[src/rtl/lc3_operand_stage_if.sv]
// Operand-stage bus: controller-side write-back/decode fields and the ALU operand outputs.
interface lc3_operand_stage_if #(
  parameter int unsigned DATA_SIZE = 16
);
  logic                 ld_reg;
  logic [2:0]           dr;
  logic [DATA_SIZE-1:0] wr_data;
  logic                 ld_cc;
  logic [2:0]           sr1;
  logic [2:0]           sr2;
  logic [4:0]           imm5;
  logic                 sr2mux_sel;
  logic [DATA_SIZE-1:0] op_a;
  logic [DATA_SIZE-1:0] op_b;
  logic [2:0]           nzp;

  modport master (
    output ld_reg, dr, wr_data, ld_cc, sr1, sr2, imm5, sr2mux_sel,
    input  op_a, op_b, nzp
  );

  modport slave (
    input  ld_reg, dr, wr_data, ld_cc, sr1, sr2, imm5, sr2mux_sel,
    output op_a, op_b, nzp
  );
endinterface

[src/rtl/lc3_operand_stage.sv]
// LC-3 operand fetch: R0-R7 register file, NZP register, and ALU operand muxing.
module lc3_operand_stage #(
  parameter int unsigned DATA_SIZE = 16,
  parameter int unsigned NUM_REGS  = 8,
  parameter bit          BYPASS    = 1'b0
) (
  input logic              clk,
  input logic              rst,
  lc3_operand_stage_if.slave bus
);

  logic [DATA_SIZE-1:0] regs [NUM_REGS];
  logic [2:0]           nzp_q;
  logic [2:0]           cc_next;
  logic [DATA_SIZE-1:0] rd_a;
  logic [DATA_SIZE-1:0] rd_b;
  logic [DATA_SIZE-1:0] imm_ext;

  always_comb begin
    cc_next = 3'b001;
    if (bus.wr_data[DATA_SIZE-1])
      cc_next = 3'b100;
    else if (bus.wr_data == '0)
      cc_next = 3'b010;
  end

  always_ff @(posedge clk) begin
    if (rst) begin
      for (int unsigned i = 0; i < NUM_REGS; i++)
        regs[i] <= '0;
      nzp_q <= 3'b010;
    end else begin
      if (bus.ld_reg)
        regs[bus.dr] <= bus.wr_data;
      if (bus.ld_cc)
        nzp_q <= cc_next;
    end
  end

  // Forwarding acts on each register read port separately; the immediate path never forwards.
  always_comb begin
    rd_a = regs[bus.sr1];
    rd_b = regs[bus.sr2];
    if (BYPASS && bus.ld_reg && (bus.dr == bus.sr1))
      rd_a = bus.wr_data;
    if (BYPASS && bus.ld_reg && (bus.dr == bus.sr2))
      rd_b = bus.wr_data;
  end

  assign imm_ext  = {{(DATA_SIZE-5){bus.imm5[4]}}, bus.imm5};
  assign bus.op_a = rd_a;
  assign bus.op_b = bus.sr2mux_sel ? imm_ext : rd_b;
  assign bus.nzp  = nzp_q;

endmodule

[src/flat_wrapper.sv]
// flat-port wrapper written by rule: the top's interface ports become plain ports
module lc3_operand_stage_flat 
#(
  parameter int unsigned DATA_SIZE = 16,
  parameter int unsigned NUM_REGS  = 8,
  parameter bit          BYPASS    = 1'b0
)
  (clk, rst, bus_ld_reg, bus_dr, bus_wr_data, bus_ld_cc, bus_sr1, bus_sr2, bus_imm5, bus_sr2mux_sel, bus_op_a, bus_op_b, bus_nzp);
  lc3_operand_stage_if #(.DATA_SIZE(DATA_SIZE)) bus_i ();
  input logic clk;
  input logic rst;
  input wire logic [$bits(bus_i.ld_reg)-1:0] bus_ld_reg;
  input wire logic [$bits(bus_i.dr)-1:0] bus_dr;
  input wire logic [$bits(bus_i.wr_data)-1:0] bus_wr_data;
  input wire logic [$bits(bus_i.ld_cc)-1:0] bus_ld_cc;
  input wire logic [$bits(bus_i.sr1)-1:0] bus_sr1;
  input wire logic [$bits(bus_i.sr2)-1:0] bus_sr2;
  input wire logic [$bits(bus_i.imm5)-1:0] bus_imm5;
  input wire logic [$bits(bus_i.sr2mux_sel)-1:0] bus_sr2mux_sel;
  output wire logic [$bits(bus_i.op_a)-1:0] bus_op_a;
  output wire logic [$bits(bus_i.op_b)-1:0] bus_op_b;
  output wire logic [$bits(bus_i.nzp)-1:0] bus_nzp;
  assign bus_i.ld_reg = bus_ld_reg;
  assign bus_i.dr = bus_dr;
  assign bus_i.wr_data = bus_wr_data;
  assign bus_i.ld_cc = bus_ld_cc;
  assign bus_i.sr1 = bus_sr1;
  assign bus_i.sr2 = bus_sr2;
  assign bus_i.imm5 = bus_imm5;
  assign bus_i.sr2mux_sel = bus_sr2mux_sel;
  assign bus_op_a = bus_i.op_a;
  assign bus_op_b = bus_i.op_b;
  assign bus_nzp = bus_i.nzp;
  lc3_operand_stage #(.DATA_SIZE(DATA_SIZE), .NUM_REGS(NUM_REGS), .BYPASS(BYPASS)) u_core (.clk(clk), .rst(rst), .bus(bus_i));
endmodule
[config.mk]
export PLATFORM = sky130hd
export DESIGN_NAME = lc3_operand_stage_flat
export DESIGN_NICKNAME = d
export VERILOG_FILES = /design/src/rtl/lc3_operand_stage_if.sv /design/src/rtl/lc3_operand_stage.sv /design/src/flat_wrapper.sv
export SDC_FILE = /design/constraint.sdc
export NUM_CORES = 1
export LEC_CHECK = 0
export ABC_AREA = 0
export CORE_ASPECT_RATIO = 0.7
export CORE_MARGIN = 2
export CORE_UTILIZATION = 25
export CTS_BUF_LIST = sky130_fd_sc_hd__clkbuf_8
export DETAILED_ROUTE_END_ITERATION = 8
export PLACE_DENSITY_LB_ADDON = 0.2
export SYNTH_ARGS = -nofsm -noshare
export SYNTH_HDL_FRONTEND = slang
export SYNTH_SLANG_ARGS = --single-unit
[constraint.sdc]
create_clock -name clk -period 2.35 [get_ports clk]
set_clock_uncertainty 0.05 [all_clocks]
set_input_delay 0.3525 -clock clk [delete_from_list [all_inputs] [get_ports clk]]
set_output_delay 0.3525 -clock clk [all_outputs]
set_load 0.02 [all_outputs]
==> out/metrics.csv <==
metric;value;unit
tightest_slew;0.620;ns
tns;0;ns
num_rows;51;
ys_seq_area_frac;0.554;
p_leak;0.00323;uW
synth_seq_cells;131;
slew_headroom;0.587;
clk_latency;0.44;ns
drt_first_pass_iters;4;
start_util;0.254;
grt_usage;0.161;
critical_path_class;register to primary output;
avgViaCountPerCell;4.72;
die-area;29500;um2
critPathLaunch;u_core.regs[5][2];
yosys-top-cells-count;and2_1 (128), edfxtp_1 (128), mux4_2 (50);
rsz0062_at_grt;true;
crit_required;1.95;ns
grt_max_degree;25;
hp-start;u_core.bus.nzp[1];
place_area;8680;um2
synthToLayoutAreaGrowth;29.7;%
synth_top_area_share;0.546;
seqCellArea;3900;um2
max_cap_viol_count;0;
io-pin-count;70;
slew_violations;0;
regToRegStartpoint;u_core.bus.nzp[0];
async_reset_ff_frac;0;
cts_buffers;17;
die_w;205;um
grtUsageMet2;0.252;
clkTransAtPathRegs;0.07;ns
grt_pass1_vias;4728;
wl_per_cell;23.9;um
n_fill_cell;2704;
synthFlopType;edfxtp_1;
drive_gt1_frac;0.408;
finalSetupViolCount;0;
num_vias;4591;
clkSinkCount;131;
post-route-period-util;0.978;
grt.busiest_layer;met2;
grt_use_met1;0.232;
drtIter0Drc;354;
drc_errors;0;
startpoint_type;register;
coreArea;27800;um2
ant_nets;0;
arrival;1.90;ns
critPathMaxFanout;2;
die_h;144;um
fmax;435;MHz
syn-cell-area;7040;um2
io_buffer_count;69;
ir_drop;0.315;mV
synth_fp_nets;502;
grt_antenna_before_repair;0;
grt_pass1_wl;33.2;mm
fin_ws;0.0509;ns
p_total;5790;uW
synth_cells;467;
nets;623;
cts_max_level;4;
hold_viol;0;
powerDensity;634;nW/um2
fin_crit;2.30;ns
n_antenna_cell;0;
finalInstanceArea;9130;um2
synth_area_leaders;edfxtp_1 (55%), mux4_2 (16%), and2_1 (11%);
ctsHoldBuffers;0;
reg2reg_depth;2;
dpl_worst_slack;-0.641;ns
cts_tree;done;
ys_types;31;
wirelength;23.2;mm
cts.path.max_buffers;2;
status;finished clean;
multi_input_area;3020;um2
cts-root-buf;clkbuf_8;
critPathCaptureType;primary output;
grt_overflow_total;0;
synth_edf_count;128;
gp_congestion;0.757;
met3_usage;0.0282;
dp_hpwl;15.2;mm
whs_path_depth;2;
yosys.area.top_type;edfxtp_1;
synth-warning-count;0;
avgSynthCellArea;15.1;um2
hold_path_class;register to register;
[cell type report]
| type | count | share of cell area |
|---|---|---|
| Clock inverter | 15 | 0.0185 |
| Multi-Input combinational cell | 302 | 0.331 |
| Inverter | 1 | 0.000411 |
| Clock buffer | 17 | 0.0256 |
| Timing Repair Buffer | 135 | 0.146 |
| Sequential cell | 131 | 0.428 |
| Tap cell | 371 | 0.0508 |
[final timing paths]
path	slack (ns)	to
min reg2reg	0.43	u_core.bus.nzp[1]
max reg2reg	1.64	u_core.bus.nzp[0]
max	0.05	bus_op_b[2]
min	0.43	u_core.bus.nzp[1]
[report_power, final]
group | total, uW | internal, uW | switching, uW
Combinational | 1040 | 516 | 522
Sequential | 2780 | 2710 | 72.4
Clock | 1970 | 1030 | 934
Total | 5790 | 4260 | 1530
[critical path: stages, from the launching register on]
cell and delay (ns):
edfxtp_1 0.41, mux4_2 0.48, nor3b_4 0.16, a221o_1 0.27, buf_6 0.14
[flip-flops by register name, summed over array words and instances, names as in the netlist]
signal,count
u_core.bus.nzp,3
u_core.regs,128
[cells in the final DEF, fill, tap and decap left out, types with 4 or more instances in the layout]
master,instances
nor4_1,4
clkinvlp_4,6
clkdlybuf4s50_1,32
nor2_1,9
edfxtp_1,128
clkdlybuf4s15_2,5
and2_1,128
nor2b_1,10
mux2_2,40
o22ai_1,12
o31ai_1,6
o31ai_2,7
clkbuf_8,17
buf_6,5
buf_4,52
mux4_2,51
or2_2,9
buf_12,15
buf_2,11
clkbuf_2,11
a221o_1,4
[per-stage QoR]
stage | util | std cells | hold slack, ns
6_report | 0.329 | 972 | 0.429
3_3_place_gp | 0.313 | 937 | 0.407
3_5_place_dp | 0.313 | 937 | 0.420
5_1_grt | 0.329 | 972 | 0.470
2_1_floorplan | - | 467 | 0.454
4_1_cts | 0.330 | 971 | 0.437
[per-layer routing]
| layer | part of all wire | wire (um) |
|---|---|---|
| met1 | 0.49 | 11400 |
| met2 | 0.46 | 10700 |
| met3 | 0.037 | 849 |
| met4 | 0.0098 | 227 |
| met5 | 0 | 0 |
[logic make-up after synthesis]
group / synth area share
and+or+nand+nor: 0.156
DFF: 0.554
muxes: 0.233
buffers and inverters: 0.0249
AOI/OAI and AO/OA: 0.0320
[repair_timing]
item                                    CTS  global route
gates cloned                              2             1
endpoints found under the setup margin   32            24
buffers inserted                          1             1
pin swaps                                 1             1
resized for setup                       125            34
No activity file was read; power rests on OpenSTA's default activity.
